File: config.mk
export PLATFORM = sky130hd
export DESIGN_NAME = multicycle_controller_flat
export DESIGN_NICKNAME = d
export VERILOG_FILES = /design/src/rtl/multicycle_controller_if.sv /design/src/rtl/multicycle_controller.sv /design/src/flat_wrapper.sv
export SDC_FILE = /design/constraint.sdc
export NUM_CORES = 1
export LEC_CHECK = 0
export BUFFER_PORTS_ARGS = -buffer_cell sky130_fd_sc_hd__buf_2
export CORE_MARGIN = 3
export CORE_UTILIZATION = 41
export DETAILED_ROUTE_END_ITERATION = 7
export PLACE_DENSITY = 0.75
export SYNTH_ARGS = -nofsm -noshare
export SYNTH_HDL_FRONTEND = slang
export SYNTH_SLANG_ARGS = --single-unit
File: constraint.sdc
create_clock -name clk -period 1.4 [get_ports clk]
set_input_delay 0.07 -clock clk [delete_from_list [all_inputs] [get_ports clk]]
set_output_delay 0.07 -clock clk [all_outputs]
set_load 0.05 [all_outputs]
File: src/rtl/multicycle_controller_if.sv
// Control bundle between multicycle_controller and the CPU datapath.
// The illegal flag exists only when CTRL_ILLEGAL_TRAP_EN is defined.
interface multicycle_controller_if;
  logic [5:0] opcode;
  logic [5:0] funct;
  logic       alu_zero;
  logic       pc_we;
  logic       ir_we;
  logic       dr_we;
  logic       mem_we;
  logic       mem_addr_sel;
  logic       reg_we;
  logic [1:0] reg_aw_sel;
  logic [1:0] reg_dw_sel;
  logic       alu_src_sel;
  logic [2:0] alu_cmd;
  logic       branch_sel;
  logic [1:0] pc_sel;
  logic       instr_done;
  logic [3:0] state;
`ifdef CTRL_ILLEGAL_TRAP_EN
  logic       illegal;
`endif

  // No valid/ready pair here: instr_done is a one-cycle completion strobe in
  // each instruction's final cycle, and opcode/funct must stay stable from
  // DECODE until that strobe.
  modport master (
    input  opcode, funct, alu_zero,
    output pc_we, ir_we, dr_we, mem_we, mem_addr_sel, reg_we, reg_aw_sel,
           reg_dw_sel, alu_src_sel, alu_cmd, branch_sel, pc_sel, instr_done,
           state
`ifdef CTRL_ILLEGAL_TRAP_EN
    , output illegal
`endif
  );

  modport slave (
    output opcode, funct, alu_zero,
    input  pc_we, ir_we, dr_we, mem_we, mem_addr_sel, reg_we, reg_aw_sel,
           reg_dw_sel, alu_src_sel, alu_cmd, branch_sel, pc_sel, instr_done,
           state
`ifdef CTRL_ILLEGAL_TRAP_EN
    , input illegal
`endif
  );
endinterface

File: src/rtl/multicycle_controller.sv
// FSM sequencing the shared-memory multicycle CPU datapath.
// CTRL_ILLEGAL_TRAP_EN: unknown instructions halt and raise illegal instead of acting as NOPs.
module multicycle_controller (
  input logic                     clk,
  input logic                     rst_n,
  multicycle_controller_if.master bus
);
  typedef enum logic [3:0] {
    S_FETCH    = 4'd0,
    S_DECODE   = 4'd1,
    S_EXEC_R   = 4'd2,
    S_EXEC_I   = 4'd3,
    S_WB_ALU   = 4'd4,
    S_MEM_ADDR = 4'd5,
    S_MEM_RD   = 4'd6,
    S_MEM_WB   = 4'd7,
    S_MEM_WR   = 4'd8,
    S_BRANCH   = 4'd9,
    S_JUMP     = 4'd10,
    S_JAL      = 4'd11,
    S_JR       = 4'd12,
    S_NOP      = 4'd13,
    S_HALT     = 4'd15
  } state_t;

  localparam logic [2:0] ALU_ADD = 3'b000;
  localparam logic [2:0] ALU_SUB = 3'b001;
  localparam logic [2:0] ALU_XOR = 3'b010;
  localparam logic [2:0] ALU_SLT = 3'b011;

  state_t state_q, state_d;

  logic is_rtype, r_alu, r_jr, i_alu, op_lw, op_sw, op_bne, op_j, op_jal;
  logic [2:0] r_cmd, i_cmd;

  assign is_rtype = (bus.opcode == 6'h00);
  assign r_alu    = is_rtype && (bus.funct == 6'h20 || bus.funct == 6'h22 ||
                                 bus.funct == 6'h2A);
  assign r_jr     = is_rtype && (bus.funct == 6'h08);
  assign i_alu    = (bus.opcode == 6'h08) || (bus.opcode == 6'h0E);
  assign op_lw    = (bus.opcode == 6'h23);
  assign op_sw    = (bus.opcode == 6'h2B);
  assign op_bne   = (bus.opcode == 6'h05);
  assign op_j     = (bus.opcode == 6'h02);
  assign op_jal   = (bus.opcode == 6'h03);
  assign r_cmd    = (bus.funct == 6'h22) ? ALU_SUB :
                    (bus.funct == 6'h2A) ? ALU_SLT : ALU_ADD;
  assign i_cmd    = (bus.opcode == 6'h0E) ? ALU_XOR : ALU_ADD;

  always_ff @(posedge clk or negedge rst_n) begin
    if (!rst_n) state_q <= S_FETCH;
    else        state_q <= state_d;
  end

  logic       pc_we_c, ir_we_c, dr_we_c, mem_we_c, mem_addr_sel_c, reg_we_c;
  logic [1:0] reg_aw_sel_c, reg_dw_sel_c, pc_sel_c;
  logic       alu_src_sel_c, branch_sel_c, instr_done_c;
  logic [2:0] alu_cmd_c;

  always_comb begin
    state_d        = state_q;
    pc_we_c        = 1'b0;
    ir_we_c        = 1'b0;
    dr_we_c        = 1'b0;
    mem_we_c       = 1'b0;
    mem_addr_sel_c = 1'b0;
    reg_we_c       = 1'b0;
    reg_aw_sel_c   = 2'd0;
    reg_dw_sel_c   = 2'd0;
    pc_sel_c       = 2'd0;
    alu_src_sel_c  = 1'b0;
    branch_sel_c   = 1'b0;
    instr_done_c   = 1'b0;
    alu_cmd_c      = ALU_ADD;
    case (state_q)
      S_FETCH: begin
        ir_we_c = 1'b1;
        state_d = S_DECODE;
      end
      S_DECODE: begin
        if      (r_alu)          state_d = S_EXEC_R;
        else if (r_jr)           state_d = S_JR;
        else if (i_alu)          state_d = S_EXEC_I;
        else if (op_lw || op_sw) state_d = S_MEM_ADDR;
        else if (op_bne)         state_d = S_BRANCH;
        else if (op_j)           state_d = S_JUMP;
        else if (op_jal)         state_d = S_JAL;
`ifdef CTRL_ILLEGAL_TRAP_EN
        else                     state_d = S_HALT;
`else
        else                     state_d = S_NOP;
`endif
      end
      S_EXEC_R: begin
        alu_cmd_c = r_cmd;
        state_d   = S_WB_ALU;
      end
      S_EXEC_I: begin
        alu_src_sel_c = 1'b1;
        alu_cmd_c     = i_cmd;
        state_d       = S_WB_ALU;
      end
      // ALU controls stay on so the result is still valid at the write.
      S_WB_ALU: begin
        alu_src_sel_c = !is_rtype;
        alu_cmd_c     = is_rtype ? r_cmd : i_cmd;
        reg_we_c      = 1'b1;
        reg_aw_sel_c  = is_rtype ? 2'd0 : 2'd1;
        pc_we_c       = 1'b1;
        instr_done_c  = 1'b1;
        state_d       = S_FETCH;
      end
      S_MEM_ADDR: begin
        alu_src_sel_c = 1'b1;
        state_d       = op_sw ? S_MEM_WR : S_MEM_RD;
      end
      S_MEM_RD: begin
        alu_src_sel_c  = 1'b1;
        mem_addr_sel_c = 1'b1;
        dr_we_c        = 1'b1;
        state_d        = S_MEM_WB;
      end
      S_MEM_WB: begin
        mem_addr_sel_c = 1'b1;
        reg_we_c       = 1'b1;
        reg_aw_sel_c   = 2'd1;
        reg_dw_sel_c   = 2'd1;
        pc_we_c        = 1'b1;
        instr_done_c   = 1'b1;
        state_d        = S_FETCH;
      end
      S_MEM_WR: begin
        alu_src_sel_c  = 1'b1;
        mem_addr_sel_c = 1'b1;
        mem_we_c       = 1'b1;
        pc_we_c        = 1'b1;
        instr_done_c   = 1'b1;
        state_d        = S_FETCH;
      end
      S_BRANCH: begin
        alu_cmd_c    = ALU_SUB;
        branch_sel_c = !bus.alu_zero;
        pc_we_c      = 1'b1;
        instr_done_c = 1'b1;
        state_d      = S_FETCH;
      end
      S_JUMP: begin
        pc_sel_c     = 2'd1;
        pc_we_c      = 1'b1;
        instr_done_c = 1'b1;
        state_d      = S_FETCH;
      end
      S_JAL: begin
        reg_we_c     = 1'b1;
        reg_aw_sel_c = 2'd2;
        reg_dw_sel_c = 2'd2;
        pc_sel_c     = 2'd1;
        pc_we_c      = 1'b1;
        instr_done_c = 1'b1;
        state_d      = S_FETCH;
      end
      S_JR: begin
        pc_sel_c     = 2'd2;
        pc_we_c      = 1'b1;
        instr_done_c = 1'b1;
        state_d      = S_FETCH;
      end
      S_NOP: begin
        pc_we_c      = 1'b1;
        instr_done_c = 1'b1;
        state_d      = S_FETCH;
      end
      S_HALT:  state_d = S_HALT;
      default: state_d = S_FETCH;
    endcase
  end

  // Reset masks every output combinationally so nothing fires while rst_n is low.
  assign bus.pc_we        = rst_n & pc_we_c;
  assign bus.ir_we        = rst_n & ir_we_c;
  assign bus.dr_we        = rst_n & dr_we_c;
  assign bus.mem_we       = rst_n & mem_we_c;
  assign bus.mem_addr_sel = rst_n & mem_addr_sel_c;
  assign bus.reg_we       = rst_n & reg_we_c;
  assign bus.reg_aw_sel   = rst_n ? reg_aw_sel_c : 2'd0;
  assign bus.reg_dw_sel   = rst_n ? reg_dw_sel_c : 2'd0;
  assign bus.alu_src_sel  = rst_n & alu_src_sel_c;
  assign bus.alu_cmd      = rst_n ? alu_cmd_c : 3'd0;
  assign bus.branch_sel   = rst_n & branch_sel_c;
  assign bus.pc_sel       = rst_n ? pc_sel_c : 2'd0;
  assign bus.instr_done   = rst_n & instr_done_c;
  assign bus.state        = rst_n ? state_q : S_FETCH;
`ifdef CTRL_ILLEGAL_TRAP_EN
  assign bus.illegal      = rst_n & (state_q == S_HALT);
`endif
endmodule

File: src/flat_wrapper.sv
// flat-port wrapper written by rule: the top's interface ports become plain ports
module multicycle_controller_flat 
  (clk, rst_n, bus_opcode, bus_funct, bus_alu_zero, bus_pc_we, bus_ir_we, bus_dr_we, bus_mem_we, bus_mem_addr_sel, bus_reg_we, bus_reg_aw_sel, bus_reg_dw_sel, bus_alu_src_sel, bus_alu_cmd, bus_branch_sel, bus_pc_sel, bus_instr_done, bus_state);
  multicycle_controller_if bus_i ();
  input logic clk;
  input logic rst_n;
  input wire logic [$bits(bus_i.opcode)-1:0] bus_opcode;
  input wire logic [$bits(bus_i.funct)-1:0] bus_funct;
  input wire logic [$bits(bus_i.alu_zero)-1:0] bus_alu_zero;
  output wire logic [$bits(bus_i.pc_we)-1:0] bus_pc_we;
  output wire logic [$bits(bus_i.ir_we)-1:0] bus_ir_we;
  output wire logic [$bits(bus_i.dr_we)-1:0] bus_dr_we;
  output wire logic [$bits(bus_i.mem_we)-1:0] bus_mem_we;
  output wire logic [$bits(bus_i.mem_addr_sel)-1:0] bus_mem_addr_sel;
  output wire logic [$bits(bus_i.reg_we)-1:0] bus_reg_we;
  output wire logic [$bits(bus_i.reg_aw_sel)-1:0] bus_reg_aw_sel;
  output wire logic [$bits(bus_i.reg_dw_sel)-1:0] bus_reg_dw_sel;
  output wire logic [$bits(bus_i.alu_src_sel)-1:0] bus_alu_src_sel;
  output wire logic [$bits(bus_i.alu_cmd)-1:0] bus_alu_cmd;
  output wire logic [$bits(bus_i.branch_sel)-1:0] bus_branch_sel;
  output wire logic [$bits(bus_i.pc_sel)-1:0] bus_pc_sel;
  output wire logic [$bits(bus_i.instr_done)-1:0] bus_instr_done;
  output wire logic [$bits(bus_i.state)-1:0] bus_state;
  assign bus_i.opcode = bus_opcode;
  assign bus_i.funct = bus_funct;
  assign bus_i.alu_zero = bus_alu_zero;
  assign bus_pc_we = bus_i.pc_we;
  assign bus_ir_we = bus_i.ir_we;
  assign bus_dr_we = bus_i.dr_we;
  assign bus_mem_we = bus_i.mem_we;
  assign bus_mem_addr_sel = bus_i.mem_addr_sel;
  assign bus_reg_we = bus_i.reg_we;
  assign bus_reg_aw_sel = bus_i.reg_aw_sel;
  assign bus_reg_dw_sel = bus_i.reg_dw_sel;
  assign bus_alu_src_sel = bus_i.alu_src_sel;
  assign bus_alu_cmd = bus_i.alu_cmd;
  assign bus_branch_sel = bus_i.branch_sel;
  assign bus_pc_sel = bus_i.pc_sel;
  assign bus_instr_done = bus_i.instr_done;
  assign bus_state = bus_i.state;
  multicycle_controller u_core (.clk(clk), .rst_n(rst_n), .bus(bus_i));
endmodule
==> results by group, run 1 <==
Run status
  – Status: stopped before the end
  – Failed at: 5_1_grt
  – Run Error: [ERROR DPL-0038] Utilization greater than 100%, impossible to legalize

Yosys
  – Avg Cell Area, Syn: 6.60 um^2
  – Post-synthesis cell area: 766 um^2
  – Area contributors post-synth: dfrtp_1 13%, nor2_1 6.4%, nand2_1 5.9%
  – Post-synth top flop: dfrtp_1
  – Synth warn: 0
  – Netlist cell types: 43
  – Synthesized Nets: 131
  – Area share of the largest cell type after synthesis: 13.1%
  – Synth async-reset ratio: 100%
  – Post-Syn Instances: 116
  – Seq cells post-synth: 4
  – Leading area contributor after synthesis: dfrtp_1
  – Seq/Total Area, Yosys: 13.1%
  – EDFF count, synth: 0

Die
  – Die Width: 49.2 um
  – Die height: 49.2 um
  – I/O pin cnt: 37
  – Initial Utilization: 47.0%
  – Std cell rows: 14

Clock network
  – TritonCTS buffer count: 3
  – Clock root cell: clkbuf_4
  – H-tree levels: 1
  – Clk buf depth: 2
  – CTS sink count: 4

Placed design
  – Placed cell area: 1260 um^2
  – DP Wirelength: 2.23 mm
  – RePlAce Congestion: 0.856
  – I/O Buffers: 35
  – Worst slack, placed: -0.156 ns

STA
  – Worst EP kind: primary output
  – Worst EP post-GRT repair: bus_alu_cmd[0]

GRT
  – Largest net degree at the start of global routing: 13
-- metrics by stage --
| stage | std cells | TNS [ns] | util [%] |
|---|---|---|---|
| after floorplan | 116 | -0.640 | - |
| after global placement | 197 | -1.16 | 77.1 |
| after detailed placement | 197 | -1.55 | 77.1 |
| after CTS | 206 | -3.57 | 92.1 |
-- cells by family after synthesis --
family          after synthesis  share of synthesized area [%]
simple gates                 62                           46.1
compound gates               29                           27.5
buf+inv                      17                           9.48
flops                         4                           13.1
xor+xnor                      3                           3.43
other cells                   1                          0.490
-- Yosys cell counts (3+ instances only) --
master and count:
clkbuf_1 7, nor3_1 6, inv_1 7, nor3b_1 3, dfrtp_1 4, a21oi_1 6
nor2_1 13, nor2b_1 6, nand2_1 12, and2_1 4, nand2b_1 5
-- timing repair --
action	CTS
gates resized for setup	56
endpoints found under the setup margin	21
hold buffers	1
hold endpoints to repair	4
buffers inserted	5
cloned	0
pin swaps	3
==> inputs of run 2 (changes only) <==
--- a/config.mk
+++ b/config.mk
@@ -6,10 +6,10 @@
 export NUM_CORES = 1
 export LEC_CHECK = 0
 export BUFFER_PORTS_ARGS = -buffer_cell sky130_fd_sc_hd__buf_2
-export CORE_MARGIN = 3
-export CORE_UTILIZATION = 41
+export CORE_AREA = 3 3 64 66
 export DETAILED_ROUTE_END_ITERATION = 7
-export PLACE_DENSITY = 0.75
+export DIE_AREA = 0 0 67 69
+export PLACE_DENSITY_LB_ADDON = 0.15
 export SYNTH_ARGS = -nofsm -noshare
 export SYNTH_HDL_FRONTEND = slang
 export SYNTH_SLANG_ARGS = --single-unit
==> constraint.sdc (replaced) <==
create_clock -name clk -period 1.82 [get_ports clk]
set_input_delay 0.091 -clock clk [delete_from_list [all_inputs] [get_ports clk]]
set_output_delay 0.091 -clock clk [all_outputs]
set_load 0.05 [all_outputs]
==> run 2 against run 1 <==
The flow now finishes without violations. Synthesized cell count did not move. Area after synthesis unchanged.
==> results by group, run 2 <==
GRT
  – Antenna violations before repair: 0
  – Total track usage: 11.6%
  – Vias in the first global route: 952
  – First-pass GRT wire length: 4.33 mm
  – Largest net degree at the start of global routing: 18
  – Global route overflow: 0

Yosys
  – Synthesized Nets: 131 (unchanged)
  – Post-synth top flop: dfrtp_1
  – Synth warn: 0 (unchanged)
  – Area contributors post-synth: dfrtp_1 13%, nor2_1 6.4%, nand2_1 5.9%
  – Post-synthesis cell area: 766 um^2 (unchanged)
  – Leading area contributor after synthesis: dfrtp_1
  – Netlist cell types: 43 (unchanged)
  – Seq cells post-synth: 4 (unchanged)
  – Seq/Total Area, Yosys: 13.1% (unchanged)
  – Most frequent cells after synthesis: 13 x nor2_1, 12 x nand2_1, 7 x clkbuf_1, 7 x inv_1
  – Synth async-reset ratio: 100% (unchanged)
  – Post-Syn Instances: 116 (unchanged)
  – Area share of the largest cell type after synthesis: 13.1% (unchanged)
  – Avg Cell Area, Syn: 6.60 um^2 (unchanged)
  – EDFF count, synth: 0 (unchanged)
  – Count leader, synth: nor2_1

STA
  – Slew Limit Fails: 0
  – Final period utilization: 95.9%
  – Setup Skew: 0.00264 ns
  – WHS: 0.240 ns
  – # setup viols final: 0
  – Fmax: 573 MHz
  – RSZ-0062 raised after global routing: false
  – Worst setup margin: 0.0738 ns
  – Final Hold Fails: 0
  – Post-route minimum period: 1.75 ns
  – Setup TNS Final: 0 ns

Setup path
  – Worst Path Required: 1.73 ns
  – CP Max Fanout: 9
  – WS Path Type: reg2out
  – Startpoint Class: register
  – Critical Path Sink Type: output pin
  – Crit-path cells: nor2b_1 > a221o_1 > o211ai_1 > nor2_2 > buf_2
  – CP max-delay cell: dfrtp_2
  – Critical path arrival: 1.66 ns
  – Largest stage delay on the critical path: 0.47 ns

Die
  – Std cell rows: 22 (+8)
  – Die Width: 67 um (+36%)
  – Core box area: 3630 um^2
  – Die height: 69 um (+40%)
  – Die Footprint: 4620 um^2
  – I/O pin cnt: 37 (unchanged)
  – Initial Utilization: 21.1% (-26 points)

Drt
  – Via count: 963
  – Via density: 4.84
  – DR WL/cell: 12.9 um
  – Routed Antenna Nets: 0
  – Final WL: 2.56 mm
  – DRC viols: 0
  – Pre-antenna DRT Iters: 4
  – Iteration-0 DRC Markers: 52

Final layout
  – Largest reg by FF count: u_core.state_q
  – Fin util: 30.4%
  – Top flop regs: u_core.state_q (4)
  – Layout cell share with drive strength beyond 1: 41.7%
  – Max reg flops: 4
  – Area delta synth->final: 44.1%
  – Commonest non-fill, non-tap cell in the layout: buf_2
  – Design area: 1100 um^2
  – Most frequent cells in the layout: 33 x buf_2, 11 x nand2_1, 9 x nor2_1
  – Diodes inserted: 0
  – Final net count: 168

Clock network
  – Worst-Skew Late Latency: 0.22 ns
  – CTS sink count: 4 (unchanged)
  – Clock root cell: clkbuf_8
  – H-tree levels: 1 (unchanged)
  – Clk buf depth: 2 (unchanged)
  – TritonCTS buffer count: 3 (unchanged)
  – Clock slew at reported path FFs: 0.03 ns
  – CTS tree: done

Power and ir drop
  – Leakage: 0.470 nW
  – Pwr dens: 1500 nW/um^2
  – Worst vdd ir: 0.237 mV

Placed design
  – I/O Buffers: 35 (unchanged)
  – RePlAce Congestion: 0.730 (-15%)
  – Worst slack, placed: 0.151 ns (+0.307 ns)
  – Placed cell area: 1020 um^2 (-18%)
  – DP Wirelength: 2.05 mm (-7.9%)

Job
  – Max-cap viol count: 0

Run status
  – Status: finished clean

Hold path
  – Worst Hold Class: in2reg
run 2: cell counts after synthesis:
Identical to the previous run, type by type.
run 2: cells by family (layout without fill, tap and decap cells):
logic type	after synthesis	after routing	synth area share, %
DFF	4	4	13.1
and+or+nand+nor	62	62	46.1
AOI/OAI and AO/OA	29	29	27.5
buffers and inverters	17	52	9.48
xor gates and xnor gates	3	3	3.43
other	1	1	0.490
run 2: timing repair:
| action | 4_1_cts | 5_1_grt |
|---|---|---|
| endpoints found under the hold margin | 4 | 0 |
| buffers inserted | 0 | 1 |
| gates resized for setup | 5 | 5 |
| setup endpoints to repair | 8 | 8 |
| hold buffers | 1 | 0 |
run 2: cell type report:
type	instances	area, um^2
tap	48	60.1
multi-input combinational	95	636
timing repair buffer	42	235
inverter	7	26.3
sequential	4	105
clock buffer	3	41.3
fill	436	2530
run 2: worst paths after layout:
kind,from,endpoint,slack (ns),cells after the start
max,u_core.state_q[3],bus_alu_cmd[0],0.07,5
max reg2reg,u_core.state_q[1],u_core.state_q[2],0.38,4
min,bus_opcode[0],u_core.state_q[0],0.24,3
max in group asynchronous,rst_n,u_core.state_q[1],1.37,2
min reg2reg,u_core.state_q[0],u_core.state_q[3],0.80,2
min in group asynchronous,rst_n,u_core.state_q[0],0.28,2
run 2: layer usage:
layer  GRT usage [%]  wire (um)
met5               0          0
met4            5.41         30
met3           0.651        151
met2            19.0       1250
met1            15.0       1130
run 2: worst max-delay path, delay by kind of cell, from the launching register on:
kind / cells / cell delay, ns
buffers and inverters: 1 / 0.21
flip-flops: 1 / 0.47
AND/OR/NAND/NOR: 2 / 0.24
AO/OA/AOI/OAI: 2 / 0.51
run 2: through the flow:
stage,total power [mW],instances
after global routing,1.79,199
after detailed placement,1.43,194
after floorplan,1.15,116
after global placement,1.42,194
final,1.65,199
after CTS,1.63,198
run 2: power breakdown:
| part | switching, mW | internal [mW] |
|---|---|---|
| clock | 0.0432 | 0.141 |
| sequential | 0.148 | 0.139 |
| combinational | 0.764 | 0.416 |
| total | 0.954 | 0.696 |
Power figures use the tool's default switching activity.
